--- config.mk ---
export PLATFORM = sky130hd
export DESIGN_NAME = encrypt_collect_flat
export DESIGN_NICKNAME = d
export VERILOG_FILES = /design/src/rtl/encrypt_collect_if.sv /design/src/rtl/encrypt_collect.sv /design/src/flat_wrapper.sv
export SDC_FILE = /design/constraint.sdc
export NUM_CORES = 1
export LEC_CHECK = 0
export ABC_AREA = 1
export CORE_ASPECT_RATIO = 0.7
export CORE_MARGIN = 2
export CORE_UTILIZATION = 36
export DETAILED_ROUTE_END_ITERATION = 8
export GPL_ROUTABILITY_DRIVEN = 0
export HOLD_SLACK_MARGIN = 0.02
export PLACE_DENSITY = 0.52
export SLEW_MARGIN = 20
export SYNTH_ARGS = -nofsm -noshare
export SYNTH_HDL_FRONTEND = slang
export SYNTH_SLANG_ARGS = --single-unit
--- constraint.sdc ---
create_clock -name clk -period 3.35 [get_ports clk]
set_input_delay 0.67 -clock clk [delete_from_list [all_inputs] [get_ports clk]]
set_output_delay 0.67 -clock clk [all_outputs]
set_load 0.01 [all_outputs]
--- src/rtl/encrypt_collect_if.sv ---
// Stream bundle between the LWE accumulator side, encrypt_collect and the word consumer.
// slave is the collector's view; master is the view of whoever drives the accumulator and consumer side.
interface encrypt_collect_if #(
  parameter int PLAINTEXT_WIDTH  = 6,
  parameter int CIPHERTEXT_WIDTH = 32,
  parameter int DIM_WIDTH        = 7,
  parameter int FIFO_AW          = 3
);
  logic                        done;
  logic [DIM_WIDTH-1:0]        row;
  logic [CIPHERTEXT_WIDTH-1:0] ciphertext;
  logic [PLAINTEXT_WIDTH-1:0]  plaintext;
  logic                        pt_load;
  logic                        out_valid;
  logic                        out_ready;
  logic [CIPHERTEXT_WIDTH-1:0] out_data;
  logic [DIM_WIDTH-1:0]        out_row;
  logic                        out_last;
  logic                        overflow;
  logic [FIFO_AW:0]            fifo_count;

  modport slave (
    input  done, row, ciphertext, plaintext, pt_load, out_ready,
    output out_valid, out_data, out_row, out_last, overflow, fifo_count
  );

  modport master (
    output done, row, ciphertext, plaintext, pt_load, out_ready,
    input  out_valid, out_data, out_row, out_last, overflow, fifo_count
  );
endinterface

--- src/rtl/encrypt_collect.sv ---
// Captures each finished accumulator row on a row-index change, reduces it mod q, folds the scaled
// plaintext into the b term and streams the words out through a small queue with a registered head.
module encrypt_collect #(
  parameter int PLAINTEXT_MODULUS  = 64,
  parameter int PLAINTEXT_WIDTH    = 6,
  parameter int CIPHERTEXT_MODULUS = 1024,
  parameter int CT_MOD_WIDTH       = 10,
  parameter int CIPHERTEXT_WIDTH   = 32,
  parameter int DIM_WIDTH          = 7,
  parameter int WORDS_PER_CT       = 128,
  parameter int FIFO_DEPTH         = 8,
  parameter int FIFO_AW            = 3
) (
  input logic              clk,
  input logic              rst_n,
  encrypt_collect_if.slave bus
);
  localparam int SHIFT = CT_MOD_WIDTH - PLAINTEXT_WIDTH;
  localparam int WCW   = (WORDS_PER_CT > 1) ? $clog2(WORDS_PER_CT) : 1;
  localparam int EW    = 1 + DIM_WIDTH + CT_MOD_WIDTH;

  logic [DIM_WIDTH-1:0]       row_q;
  logic [DIM_WIDTH-1:0]       cap_idx;
  logic                       cap_pending;
  logic [PLAINTEXT_WIDTH-1:0] pt_reg;
  logic [WCW-1:0]             word_cnt;
  logic [CT_MOD_WIDTH-1:0]    ct_low;
  logic [CT_MOD_WIDTH-1:0]    pt_term;
  logic [CT_MOD_WIDTH-1:0]    cap_word;
  logic                       cap_last;
  logic                       row_changed;

  logic [EW-1:0]              mem [FIFO_DEPTH];
  logic [FIFO_AW-1:0]         wr_ptr;
  logic [FIFO_AW-1:0]         rd_ptr;
  logic [FIFO_AW:0]           mem_cnt;
  logic [FIFO_AW:0]           total_cnt;
  logic                       out_valid_r;
  logic [CT_MOD_WIDTH-1:0]    out_word_r;
  logic [DIM_WIDTH-1:0]       out_row_r;
  logic                       out_last_r;
  logic                       overflow_r;
  logic                       pop;
  logic                       full;
  logic                       accept;
  logic                       load_out;
  logic [EW-1:0]              head;
  logic                       unused_ct_high;

  assign unused_ct_high = ^bus.ciphertext[CIPHERTEXT_WIDTH-1:CT_MOD_WIDTH];

  assign ct_low      = bus.ciphertext[CT_MOD_WIDTH-1:0];
  assign pt_term     = {pt_reg, {SHIFT{1'b0}}};
  assign cap_last    = (word_cnt == WCW'(WORDS_PER_CT - 1));
  assign row_changed = (bus.row != row_q);

  // q and p are powers of two, so mod q is truncation and pt*(q/p) is a shift
  always_comb begin
    cap_word = ct_low;
    if (cap_idx == '0) cap_word = ct_low + pt_term;
  end

  always_ff @(posedge clk) begin
    if (!rst_n) begin
      row_q       <= '0;
      cap_idx     <= '0;
      cap_pending <= 1'b0;
      pt_reg      <= '0;
      word_cnt    <= '0;
    end else begin
      if (bus.pt_load) pt_reg <= bus.plaintext;
      if (bus.done) begin
        row_q       <= '0;
        cap_pending <= 1'b0;
        word_cnt    <= '0;
      end else begin
        row_q       <= bus.row;
        cap_pending <= row_changed;
        if (row_changed) cap_idx <= row_q;
        // a dropped word still counts toward the frame position
        if (cap_pending) word_cnt <= cap_last ? '0 : word_cnt + WCW'(1);
      end
    end
  end

  // Queue capacity counts the registered head, so total occupancy never exceeds FIFO_DEPTH.
  assign total_cnt = mem_cnt + (FIFO_AW+1)'(out_valid_r);
  assign pop       = out_valid_r && bus.out_ready;
  assign full      = (total_cnt == (FIFO_AW+1)'(FIFO_DEPTH));
  assign accept    = cap_pending && (!full || pop);
  assign load_out  = (mem_cnt != '0) && (!out_valid_r || pop);
  assign head      = mem[rd_ptr];

  always_ff @(posedge clk) begin
    if (accept) mem[wr_ptr] <= {cap_last, cap_idx, cap_word};
  end

  always_ff @(posedge clk) begin
    if (!rst_n) begin
      wr_ptr      <= '0;
      rd_ptr      <= '0;
      mem_cnt     <= '0;
      out_valid_r <= 1'b0;
      out_word_r  <= '0;
      out_row_r   <= '0;
      out_last_r  <= 1'b0;
      overflow_r  <= 1'b0;
    end else begin
      if (accept) wr_ptr <= wr_ptr + FIFO_AW'(1);
      if (load_out) begin
        rd_ptr      <= rd_ptr + FIFO_AW'(1);
        out_valid_r <= 1'b1;
        {out_last_r, out_row_r, out_word_r} <= head;
      end else if (pop) begin
        out_valid_r <= 1'b0;
      end
      case ({accept, load_out})
        2'b10:   mem_cnt <= mem_cnt + (FIFO_AW+1)'(1);
        2'b01:   mem_cnt <= mem_cnt - (FIFO_AW+1)'(1);
        default: mem_cnt <= mem_cnt;
      endcase
      if (cap_pending && full && !pop) overflow_r <= 1'b1;
    end
  end

  assign bus.out_valid  = out_valid_r;
  assign bus.out_data   = {{(CIPHERTEXT_WIDTH-CT_MOD_WIDTH){1'b0}}, out_word_r};
  assign bus.out_row    = out_row_r;
  assign bus.out_last   = out_last_r;
  assign bus.overflow   = overflow_r;
  assign bus.fifo_count = total_cnt;
endmodule
--- src/flat_wrapper.sv ---
// flat-port wrapper written by rule: the top's interface ports become plain ports
module encrypt_collect_flat 
#(
  parameter int PLAINTEXT_MODULUS  = 64,
  parameter int PLAINTEXT_WIDTH    = 6,
  parameter int CIPHERTEXT_MODULUS = 1024,
  parameter int CT_MOD_WIDTH       = 10,
  parameter int CIPHERTEXT_WIDTH   = 32,
  parameter int DIM_WIDTH          = 7,
  parameter int WORDS_PER_CT       = 128,
  parameter int FIFO_DEPTH         = 8,
  parameter int FIFO_AW            = 3
)
  (clk, rst_n, bus_done, bus_row, bus_ciphertext, bus_plaintext, bus_pt_load, bus_out_ready, bus_out_valid, bus_out_data, bus_out_row, bus_out_last, bus_overflow, bus_fifo_count);
  encrypt_collect_if #(.PLAINTEXT_WIDTH(PLAINTEXT_WIDTH), .CIPHERTEXT_WIDTH(CIPHERTEXT_WIDTH), .DIM_WIDTH(DIM_WIDTH), .FIFO_AW(FIFO_AW)) bus_i ();
  input logic clk;
  input logic rst_n;
  input wire logic [$bits(bus_i.done)-1:0] bus_done;
  input wire logic [$bits(bus_i.row)-1:0] bus_row;
  input wire logic [$bits(bus_i.ciphertext)-1:0] bus_ciphertext;
  input wire logic [$bits(bus_i.plaintext)-1:0] bus_plaintext;
  input wire logic [$bits(bus_i.pt_load)-1:0] bus_pt_load;
  input wire logic [$bits(bus_i.out_ready)-1:0] bus_out_ready;
  output wire logic [$bits(bus_i.out_valid)-1:0] bus_out_valid;
  output wire logic [$bits(bus_i.out_data)-1:0] bus_out_data;
  output wire logic [$bits(bus_i.out_row)-1:0] bus_out_row;
  output wire logic [$bits(bus_i.out_last)-1:0] bus_out_last;
  output wire logic [$bits(bus_i.overflow)-1:0] bus_overflow;
  output wire logic [$bits(bus_i.fifo_count)-1:0] bus_fifo_count;
  assign bus_i.done = bus_done;
  assign bus_i.row = bus_row;
  assign bus_i.ciphertext = bus_ciphertext;
  assign bus_i.plaintext = bus_plaintext;
  assign bus_i.pt_load = bus_pt_load;
  assign bus_i.out_ready = bus_out_ready;
  assign bus_out_valid = bus_i.out_valid;
  assign bus_out_data = bus_i.out_data;
  assign bus_out_row = bus_i.out_row;
  assign bus_out_last = bus_i.out_last;
  assign bus_overflow = bus_i.overflow;
  assign bus_fifo_count = bus_i.fifo_count;
  encrypt_collect #(.PLAINTEXT_MODULUS(PLAINTEXT_MODULUS), .PLAINTEXT_WIDTH(PLAINTEXT_WIDTH), .CIPHERTEXT_MODULUS(CIPHERTEXT_MODULUS), .CT_MOD_WIDTH(CT_MOD_WIDTH), .CIPHERTEXT_WIDTH(CIPHERTEXT_WIDTH), .DIM_WIDTH(DIM_WIDTH), .WORDS_PER_CT(WORDS_PER_CT), .FIFO_DEPTH(FIFO_DEPTH), .FIFO_AW(FIFO_AW)) u_core (.clk(clk), .rst_n(rst_n), .bus(bus_i));
endmodule
**Yosys cells after proc, flatten, opt, wreduce, memory -nomap -nowiden**

Memories as Yosys holds them, arrays and structs flattened. A register that Yosys moved wholly into a read port is not among the register bits.
Index checks and enable logic that the tools add are counted.

- Bits in registers: 40
- Memory bits (writable): 144
- Output and inout bits: 46
- Memories: 1

- Add/sub/neg operators: 7
- Eq/ne operators: 5
- Mux-type cells: 7
- Bitwise logic cells: 2
- Reduce and logical (&&, ||, !) cells: 17

Memory list:

| name | depth | width | read ports | clocked after memory_dff | write ports | line | text |
|---|---|---|---|---|---|---|---|
| u_core.mem | 8 | 18 | 1 | 1 | 1 | encrypt_collect.sv:33 | `logic [EW-1:0] mem [FIFO_DEPTH];` |

Operator list:

| operator | count |
|---|---|
| adder 10 bit | 1 |
| two-way mux 10 bit | 1 |
| one-hot mux 4 bit (2 select lines) | 1 |
| adder 7 x 1 -> 7 bit, second input constant | 1 |
| equality test 7 bit, second input constant | 1 |
| logical NOT 7 bit | 1 |
| two-way mux 7 bit | 1 |
| inequality test 7 bit | 1 |
| adder 3 x 1 -> 3 bit, second input constant | 2 |
| logical AND 1 bit | 5 |
| adder 4 x 1 -> 4 bit | 1 |
| adder 4 x 1 -> 4 bit, second input constant | 1 |
| equality test 4 bit, second input constant | 1 |
| logical NOT 1 bit | 4 |
| two-way mux 1 bit | 4 |
| nonzero test 2 bit | 2 |
| nonzero test 4 bit | 1 |
| subtractor 4 x 1 -> 4 bit, second input constant | 1 |
| equality test 2 x 1 -> 1 bit, second input constant | 1 |
| equality test 2 bit, second input constant | 1 |
| logical OR 1 bit | 2 |
| NOT 1 bit | 2 |
| AND reduction 2 bit | 1 |
| OR reduction 2 bit | 1 |

**Longest topological paths before layout**

Gate-level depths: netlist of the first run.

- Depth after elaboration: 7
- Depth in mapped cells: 17
- Depth with buffers taken out: 17

**Least setup slack after synthesis of the first run**

Ideal clock, no wire load.

- Path kind: register to register
- From: register u_core.out_valid_r (netlist: u_core.bus.out_valid)
- To: memory u_core.mem[1][0] (netlist bit) (enable)
- Setup time: 393 ps
- Data arrival time: 2139 ps
- Path slack: 818 ps
- Cell stages (with the launch flop): 8
- Buffers on the path: 0
- Clock period less this slack: 2532 ps
- Cell sequence: dfxtp_1 ha_1 ha_1 xor2_1 nor2_1 nand2_2 nand3_2 nor2_1

- Longest elaborated chain between the ends: 7

Ends and longest elaborated chain:

| element | line | text |
|---|---|---|
| start: declaration | encrypt_collect.sv:38 | `logic out_valid_r;` |
| start signal: assignment | encrypt_collect.sv:103 | `out_valid_r <= 1'b0;` |
| start signal: assignment | encrypt_collect.sv:112 | `out_valid_r <= 1'b1;` |
| start signal: assignment | encrypt_collect.sv:115 | `out_valid_r <= 1'b0;` |
| adder 4 x 1 -> 4 bit | encrypt_collect.sv:87 | `assign total_cnt = mem_cnt + (FIFO_AW+1)'(out_valid_r);` |
| net bus_fifo_count[2] | flat_wrapper.sv:29 | `output wire logic [$bits(bus_i.fifo_count)-1:0] bus_fifo_count;` |
| equality test 4 bit | encrypt_collect.sv:89 | `assign full = (total_cnt == (FIFO_AW+1)'(FIFO_DEPTH));` |
| logical NOT 1 bit | encrypt_collect.sv:90 | `assign accept = cap_pending && (!full \|\| pop);` |
| logical OR 1 bit | encrypt_collect.sv:90 |  |
| logical AND 1 bit | encrypt_collect.sv:90 |  |
| two-way mux 1 bit | encrypt_collect.sv:95 | `if (accept) mem[wr_ptr] <= {cap_last, cap_idx, cap_word};` |
| two-way mux 1 bit (implied by the code) | encrypt_collect.sv:95 |  |
| end: declaration | encrypt_collect.sv:33 |  |

The timed path passes the listed nets, and every way through them passes these cells.

**Worst setup path in the final report of the first run**

- From: register u_core.mem_cnt[0]
- To: output bus_fifo_count[2]

- Longest elaborated chain between the ends: 1

Ends and longest elaborated chain:

| element | line | text |
|---|---|---|
| start: declaration | encrypt_collect.sv:36 | `logic [FIFO_AW:0] mem_cnt;` |
| start signal: assignment | encrypt_collect.sv:118 | `2'b10: mem_cnt <= mem_cnt + (FIFO_AW+1)'(1);` |
| start signal: assignment | encrypt_collect.sv:119 | `2'b01: mem_cnt <= mem_cnt - (FIFO_AW+1)'(1);` |
| start signal: assignment | encrypt_collect.sv:120 | `default: mem_cnt <= mem_cnt;` |
| adder 4 x 1 -> 4 bit | encrypt_collect.sv:87 |  |
| end: declaration | flat_wrapper.sv:29 |  |

No other way between the ends.

==> metrics.txt, run 1 <==
Peak VDD IR 0.000351 V; # Post-CTS Setup Buffers 0; die area 25100 um^2; Crit Path Class reg2out; Critical Path RT 2.68 ns; Power Density 730 nW/um^2; Slew Viols, Final 0; max FFs per register 144; Starting DRT DRC Count 310; GRT Util Overall 0.146; CTS tree built; Psw 2.33 mW; Resized cells post-CTS 0; unrepaired setup endpoints after global routing false; largest fanout on the critical path 4; Synth cell types 40; DR vias/cell 4.59; flops & latches, synth 202; drt total wl 18100 um; Hold-fix buffers, CTS 0; combinational power share 0.288; Buffers on Ports 51; die width 189 um; switch share 0.322; DRC viols 0; status complete, no violations; post-synthesis instance total 811; setup ws final 0.661 ns; Hold Vio Cnt, Final 0; crit path capture type output pin; largest net degree at the start of global routing 75; Post-Syn Area 8580 um^2; Setup TNS 0 ns; Reg power frac 0.417; biggest regs u_core.mem x144, u_core.out_word_r x10; antenna-violating nets left 0; Critical Path AT 2.02 ns; DP HPWL 10400 um; Final Skew 0.00973 ns; initial antenna violation count 0; Power Total 7.23 mW; worst hold path class reg2reg; Slew @ Worst Pin 0.950 ns; Largest Register u_core.mem; I/O pin cnt 96; fin crit share 0.803; Slew HR 0.360; vias post-DR 5492; Mean Syn Cell Area 10.6 um^2; Synthesis Warnings 0; post-synthesis sequential area ratio 0.639; Leakage 3.59 nW; Nets 926; vias in the first global route 5219; TritonRoute pass-1 iters 4; Startpoint Class flop; Max Cap Viol 0; layout cells sized above 1 0.0685; Power Internal 4.90 mW; TritonCTS Buffers 21; initial core utilization 0.365; Finish-stage setup viols 0; first-pass GRT wire length 28800 um; Max Fclk 372 MHz; pre-CTS WS 0.414 ns; Clk pwr share 0.295; fin crit period 2.69 ns; Core Region 23500 um^2; clk slew on worst S/H paths 0.06 ns; H-tree Lvls 1; Die Y 133 um; CTS sink cnt 202; Max clock buf depth 3; gr ovfl total 0; post-DR wirelength/cell 15.1 um; CTS Root Cell clkbuf_16; FP Rows 47; worst skew pair latency 0.49 ns; area grow syn2layout 15.3%
-- cell usage after synthesis, drive strengths merged --
library cell / number / area share
nor2: 177 / 0.078
buf: 49 / 0.044
xnor2: 7 / 0.0071
fa: 1 / 0.0023
conb: 1 / 0.00044
o21a: 1 / 0.00087
dfxtp: 58 / 0.14
nand2: 75 / 0.034
or3: 1 / 0.00073
ha: 13 / 0.019
o21ai: 92 / 0.055
edfxtp: 144 / 0.50
nand3: 57 / 0.034
xor2: 9 / 0.010
inv: 43 / 0.019
nand4: 2 / 0.0022
o211ai: 18 / 0.016
clkbuf: 10 / 0.0045
clkinv: 2 / 0.0015
or2: 1 / 0.00073
nor3: 7 / 0.0064
a21oi: 42 / 0.024
nor3b: 1 / 0.00087
-- final timing paths --
| kind | startpoint | to | slack (ns) | cells past startpoint |
|---|---|---|---|---|
| max | u_core.mem_cnt[0]$_SDFFE_PN0P_ | bus_fifo_count[2] | 0.66 | 4 |
| max reg2reg | u_core.mem_cnt[0]$_SDFFE_PN0P_ | u_core.mem_cnt[2]$_SDFFE_PN0P_ | 0.79 | 16 |
| min reg2reg | u_core.word_cnt[6]$_SDFFE_PP0P_ | u_core.word_cnt[6]$_SDFFE_PP0P_ | 0.46 | 2 |
| min | u_core.word_cnt[6]$_SDFFE_PP0P_ | u_core.word_cnt[6]$_SDFFE_PP0P_ | 0.46 | 2 |
-- power by group through the flow --
stage          combinational [mW]  clock, mW  sequential (mW)
2_1_floorplan                1.49          0             3.09
3_3_place_gp                 2.10          0             3.07
3_5_place_dp                 2.10          0             3.07
4_1_cts                      2.11       2.19             3.01
5_1_grt                      2.37       2.30             3.04
6_report                     2.08       2.14             3.01
-- cell usage in the layout, fill, tap and decap left out, types with 10 or more instances in the layout --
cell	netlist	layout
clkdlybuf4s50_1	0	51
nor2_1	176	172
clkbuf_1	9	10
edfxtp_1	144	144
a21oi_1	42	42
clkbuf_16	0	21
dfxtp_1	58	57
conb_1	1	22
nand2_1	73	73
o21ai_0	71	71
inv_1	39	39
buf_4	29	15
o21ai_1	20	20
nand3_1	56	56
o211ai_1	18	18
ha_1	13	13
-- final cells by class --
type | instances | area (um^2)
diodes | 2 | 5.00
clock buffers | 31 | 563
clock inverters | 6 | 53.8
fillers | 2294 | 13600
inverters | 45 | 176
multi-input cells | 526 | 2590
flip-flops and latches | 202 | 5490
well taps | 318 | 398
repair buffers | 66 | 623
-- cell families after synthesis --
group           share of synthesized area
compound gates                     0.0961
xor+xnor                           0.0172
fa+ha+maj                          0.0213
buf+inv                            0.0695
flops                               0.639
other cells                      0.000437
simple gates                        0.156
-- layer usage --
| metal | wire length [um] | GRT usage |
|---|---|---|
| met1 | 9210 | 0.214 |
| met2 | 7790 | 0.228 |
| met3 | 856 | 0.0256 |
| met4 | 271 | 0.0295 |
| met5 | 0 | 0 |
-- stage by stage --
step | util | hold WS (ns) | cell area (um^2) | cells
floorplan | - | 0.426 | 8660 | 832
global placement | 0.394 | 0.438 | 9270 | 1157
finish | 0.421 | 0.459 | 9900 | 1196
detailed placement | 0.394 | 0.452 | 9270 | 1157
global route | 0.420 | 0.473 | 9890 | 1194
CTS | 0.420 | 0.459 | 9890 | 1194
-- worst max-delay path, cell delays in order, from the launching register on --
cell and delay [ns]:
dfxtp_1 0.40, ha_1 0.20, ha_1 0.15, xor2_1 0.21, clkdlybuf4s50_1 0.57
No activity file was read; power rests on OpenSTA's default activity.
==> inputs of run 2 (changes only) <==
- clock period: 3.35 -> 2.8 ns (I/O delays scaled with it)
==> run 2 against run 1 <==
Die area is the same. Sequential share of layout area down 0.92 points. Critical path type unchanged. Global-route usage rose by 0.42 points. Register-to-register slack worse by 0.42 ns. Worst hold slack worse by 0.0037 ns. Total power rose by 22%.
==> metrics.txt, run 2 (synthesis results as in run 1) <==
Setup TNS 0 ns; fin crit share 0.940; status complete, no violations; clk slew on worst S/H paths 0.06 ns; fin crit period 2.63 ns; GRT Util Overall 0.150; unrepaired setup endpoints after global routing false; Fin Hold WS 0.456 ns; hold path endpoint u_core.word_cnt[6]$_SDFFE_PP0P_; RR Startpoint u_core.mem_cnt[0]$_SDFFE_PN0P_; vias post-DR 5584; crit path capture type output pin; worst hold path class reg2reg; initial core utilization 0.365; worst skew pair latency 0.50 ns; Critical Path RT 2.24 ns; CTS tree built; die width 189 um; area grow syn2layout 17.2%; CP bufs+invs 1; commonest cells after routing, fill and taps aside 172 x nor2_1, 144 x edfxtp_1, 73 x nand2_1, 71 x o21ai_0, 57 x dfxtp_1; DP HPWL 10800 um; CP dominant cell by count ha_1; # Post-CTS Setup Buffers 0; DRC viols 0; Final Skew 0.0110 ns; die area 25100 um^2; Startpoint Class flop; largest fanout on the critical path 4; max FFs per register 144; Leakage 3.67 nW; I/O pin cnt 96; Max clock buf depth 3; post-DR wirelength/cell 15.6 um; n_diodes 0; H-tree Lvls 1; first-pass GRT wire length 29400 um; Hold-fix buffers, CTS 0; Max Cap Viol 0; CP delay by family, top buffers and inverters; Buffers on Ports 51; Slew Viols, Final 0; Power Internal 5.96 mW; Max Fclk 380 MHz; Reg power frac 0.414; CTS Root Cell clkbuf_16; Starting DRT DRC Count 356; Crit Path Class reg2out; Core Region 23500 um^2; initial antenna violation count 0; Crit path largest cell delay 0.58 ns; Critical Path, Cell by Cell ha_1 -> ha_1 -> xor2_1 -> clkdlybuf4s50_1; Finish-stage setup viols 0; DR vias/cell 4.64; TritonCTS Buffers 22; final core utilization 0.428; drt total wl 18800 um; Largest Register u_core.mem; Clk pwr share 0.304; switch share 0.325; Nets 933; Fillers 2297; crit path from u_core.mem_cnt[0]$_SDFFE_PN0P_; Crit-path slowest cell clkdlybuf4s50_1; Hold Vio Cnt, Final 0; reg-to-reg endpoint u_core.mem_cnt[2]$_SDFFE_PN0P_; R2R depth 16; combinational power share 0.282; antenna-violating nets left 0; CTS sink cnt 202; Slew HR 0.392; vias in the first global route 5301; Slew @ Worst Pin 0.902 ns; largest net degree at the start of global routing 75; most common cell after layout, fill and taps aside nor2_1; layout cells sized above 1 0.0825; Cells on Worst Hold Path 2; biggest regs u_core.mem x144, u_core.out_word_r x10; r2r setup slk 0.37 ns; Power Density 878 nW/um^2; Psw 2.87 mW; TritonRoute pass-1 iters 4; Die Y 133 um; Critical Path AT 2.07 ns; origin of the worst min-delay path u_core.word_cnt[6]$_SDFFE_PP0P_; Peak VDD IR 0.000439 V; Resized cells post-CTS 0; FP Rows 47; gr ovfl total 0
[run 2: cell count changes in the layout (fill, tap and decap cells not counted), sizes merged]
cell,change
bufinv,-1
buf,+6
clkinv,+4
diode,-2
[run 2: metrics by stage]
step | area (um^2) | instances | setup WS [ns] | power, mW
after CTS | 10100 | 1203 | 0.143 | 8.95
after detailed placement | 9390 | 1163 | 0.0111 | 6.24
final | 10100 | 1203 | 0.168 | 8.83
after global routing | 10100 | 1203 | 0.0323 | 9.38
after floorplan | 8660 | 832 | 0.268 | 5.48
after global placement | 9390 | 1163 | 0.0537 | 6.22
[run 2: layer usage]
layer / routed length [um] / track usage / vias to the layer above
met2: 8270 / 0.242 / 101
met3: 866 / 0.0261 / 26
met5: 0 / 0 / -
met1: 9320 / 0.212 / 2600
li1: - / - / 2857
met4: 314 / 0.0334 / 0
[run 2: worst max path at each step]
stage,to,slack [ns],cells past startpoint
floorplan,u_core.mem[1][0]$_DFFE_PP_,0.27,7
global placement,u_core.mem[0][6]$_DFFE_PP_,0.05,6
detailed placement,u_core.mem[1][6]$_DFFE_PP_,0.01,6
CTS,bus_fifo_count[2],0.14,4
global route,u_core.mem_cnt[2]$_SDFFE_PN0P_,0.03,16
finish,bus_fifo_count[2],0.17,4
[run 2: power by group through the flow]
stage | Combinational (mW) | Clock (mW) | Sequential [mW]
finish | 2.49 | 2.69 | 3.65
global route | 2.81 | 2.88 | 3.69
CTS | 2.53 | 2.76 | 3.66
detailed placement | 2.52 | 0 | 3.72
global placement | 2.50 | 0 | 3.72
floorplan | 1.78 | 0 | 3.70
[run 2: worst register-to-register path: cells and delay by family, from the launching register on]
| kind | cells | cell delay (ns) |
|---|---|---|
| flip-flops | 1 | 0.35 |
| XOR/XNOR | 1 | 0.08 |
| adder cells (fa/ha/maj) | 4 | 0.92 |
| AND/OR/NAND/NOR | 7 | 0.56 |
| AO/OA/AOI/OAI | 2 | 0.29 |
| buffers and inverters | 2 | 0.12 |
[run 2: layout make-up]
type                       count  area [um^2]  area share
tap                          318          398      0.0395
inverter                      45          176      0.0175
clock buffer                  31          626      0.0622
multi-input combinational    526         2590       0.257
clock inverter                 9         43.8     0.00435
sequential                   202         5490       0.545
timing repair buffer          72          743      0.0739
==> variant: new RTL, flow settings as in run 2 <==
`DIM_WIDTH` is set to 7 in 3 places; all go to 9.
--- a/src/rtl/encrypt_collect_if.sv
+++ b/src/rtl/encrypt_collect_if.sv
@@ -3,7 +3,7 @@
 interface encrypt_collect_if #(
   parameter int PLAINTEXT_WIDTH  = 6,
   parameter int CIPHERTEXT_WIDTH = 32,
-  parameter int DIM_WIDTH        = 7,
+  parameter int DIM_WIDTH        = 9,
   parameter int FIFO_AW          = 3
 );
   logic                        done;
--- a/src/rtl/encrypt_collect.sv
+++ b/src/rtl/encrypt_collect.sv
@@ -6,7 +6,7 @@
   parameter int CIPHERTEXT_MODULUS = 1024,
   parameter int CT_MOD_WIDTH       = 10,
   parameter int CIPHERTEXT_WIDTH   = 32,
-  parameter int DIM_WIDTH          = 7,
+  parameter int DIM_WIDTH          = 9,
   parameter int WORDS_PER_CT       = 128,
   parameter int FIFO_DEPTH         = 8,
   parameter int FIFO_AW            = 3
--- a/src/flat_wrapper.sv
+++ b/src/flat_wrapper.sv
@@ -6,7 +6,7 @@
   parameter int CIPHERTEXT_MODULUS = 1024,
   parameter int CT_MOD_WIDTH       = 10,
   parameter int CIPHERTEXT_WIDTH   = 32,
-  parameter int DIM_WIDTH          = 7,
+  parameter int DIM_WIDTH          = 9,
   parameter int WORDS_PER_CT       = 128,
   parameter int FIFO_DEPTH         = 8,
   parameter int FIFO_AW            = 3
Interface: changed (resized bus_out_row and bus_row); port bits go from 96 to 100. The function was not compared with the original's and may differ.
==> variant against run 2 <==
- design area rose by 11%
- total power rose by 10%
- hold slack improved by 0.0072 ns
- sequential power rose by 9.3%
- via count rose by 11%
- die area rose by 9.8%
- area after synthesis rose by 10%
- worst setup slack improved by 0.020 ns
- combinational power rose by 12%
- wire length rose by 15%
- global-route usage rose by 0.63 points
- critical path depth did not move
- sequential cell count rose by 22
- sequential share of layout area rose by 0.22 points
==> variant: results (changes against run 2) <==
Run status
  • Status: completed

Route
  • DR pass1 iterations: 4 (unchanged)
  • Via count: 6185 (+11%)
  • Iteration-0 DRC count of the detailed router: 471 (+32%)
  • Uppermost layer routed: met4
  • ANT nets after route: 0 (unchanged)
  • Met1 wire length: 11100 um (+19%)
  • Met3 routed WL: 1008 um (+16%)
  • Drt wl/cell: 16.55 um (+6.1%)
  • Met2 WL post-DR: 9094 um (+10%)

Logic synthesis
  • Sequential-to-total area share from yosys stat: 64.40% (+0.49 points)
  • Post-synth EDFFs: 160 (+11%)
  • Yosys cell types: 42 (+5.0%)
  • Ys async rst share: 0% (unchanged)
  • Post-synth top cells: nor2_1, edfxtp_1, o21ai_0
  • Synth area leaders: edfxtp_1, dfxtp_1, nor2_1

Worst setup path
  • Worst Path Max Fanout: 4 (unchanged)
  • R2r setup slk: 0.39 ns (+0.02 ns)
  • Worst Path Arrival: 2.05 ns (-0.02 ns)
  • Crit-path max cell delay: 0.58 ns (about the same)

Power and ir drop
  • P_leak: 0.004031 uW (+9.9%)
  • Max IR drop VDD: 0.4968 mV (+13%)

STA
  • Fin Clk Skew: 0.01451 ns (+0.003503 ns)
  • Worst-Margin Slew: 0.9237 ns (+0.02176 ns)
  • Fin Hold WS: 0.4630 ns (+0.007205 ns)
  • Tmin final: 2.611 ns (-0.02050 ns)

CTS
  • Max Root-Sink Buffers: 3 (unchanged)
  • Worst skew pair latency: 0.50 ns (about the same)
  • Clock-pin slew on the worst setup and hold paths: 0.06 ns (about the same)
  • CTS buffer count: 23 (+4.5%)
  • Cts repair resizes: 0 (unchanged)
  • Clk root buf: clkbuf_16

GRT
  • GR Util All Layers: 15.62% (+0.63 points)
  • First-pass GRT wire length: 33200 um (+13%)
  • Antenna violations before repair: 1 (+1)
  • Vias in the first global route: 5749 (+8.5%)
  • Largest net degree at the start of global routing: 83 (+11%)

Layout
  • Final nets: 1018 (+9.1%)
  • Antenna fix cells: 0 (unchanged)
  • Biggest regs: u_core.mem x160, u_core.out_word_r x10
  • Layout cell share with drive strength beyond 1: 9.298% (+1.0 points)

Placed design
  • PortBufs: 55 (+7.8%)
  • DPL Wire Length: 11920 um (+11%)
  • Dpl ws: -0.2455 ns (-0.2566 ns)
-- variant: worst paths after layout --
kind / from / end
worst max-delay path: u_core.mem_cnt[0]$_SDFFE_PN0P_ / bus_fifo_count[2]
worst min register to register: u_core.out_word_r[0]$_SDFFE_PN0P_ / u_core.out_word_r[0]$_SDFFE_PN0P_
worst max register to register: u_core.bus.out_valid$_SDFFE_PN0P_ / u_core.mem_cnt[2]$_SDFFE_PN0P_
worst min-delay path: u_core.out_word_r[0]$_SDFFE_PN0P_ / u_core.out_word_r[0]$_SDFFE_PN0P_
-- variant: layout make-up --
cell class	instances	area (sq um)
clock inverters	10	82.58
fillers	2464	14630
well taps	331	414.1
flip-flops and latches	224	6088
inverters	50	190.2
clock buffers	31	635.6
multi-input cells	575	2875
repair buffers	78	835.8
-- variant: through the flow --
stage,area [sq um],instances
after floorplan,9529,913
after global routing,11120,1299
final,11120,1299
after global placement,10400,1258
after detailed placement,10400,1258
after CTS,11120,1299
-- variant: where the power goes --
part | internal [uW] | switching, uW
Sequential | 3820 | 169
Clock | 1690 | 1240
Combinational | 1050 | 1750
Total | 6560 | 3160
-- variant: tightest hold or removal path, stage by stage, from the launching register on --
cell and delay (ns):
dfxtp_1 0.31, nand2_1 0.06, a21oi_1 0.05
-- variant: kinds of logic (layout without fill, tap and decap cells) --
logic type | after synthesis | after routing | synth area share, %
AO/OA/AOI/OAI | 168 | 168 | 9.599
buffers and inverters | 114 | 169 | 6.355
AND/OR/NAND/NOR | 355 | 355 | 16.11
XOR/XNOR | 16 | 16 | 1.562
other | 1 | 22 | 0.03968
flip-flops | 224 | 224 | 64.40
adder cells (fa/ha/maj) | 14 | 14 | 1.933
-- variant: routing by layer --
| metal | vias up | track usage [%] |
|---|---|---|
| li1 | 3134 | - |
| met1 | 2904 | 24.25 |
| met2 | 122 | 23.05 |
| met3 | 25 | 2.690 |
| met4 | 0 | 2.691 |
| met5 | - | 0 |
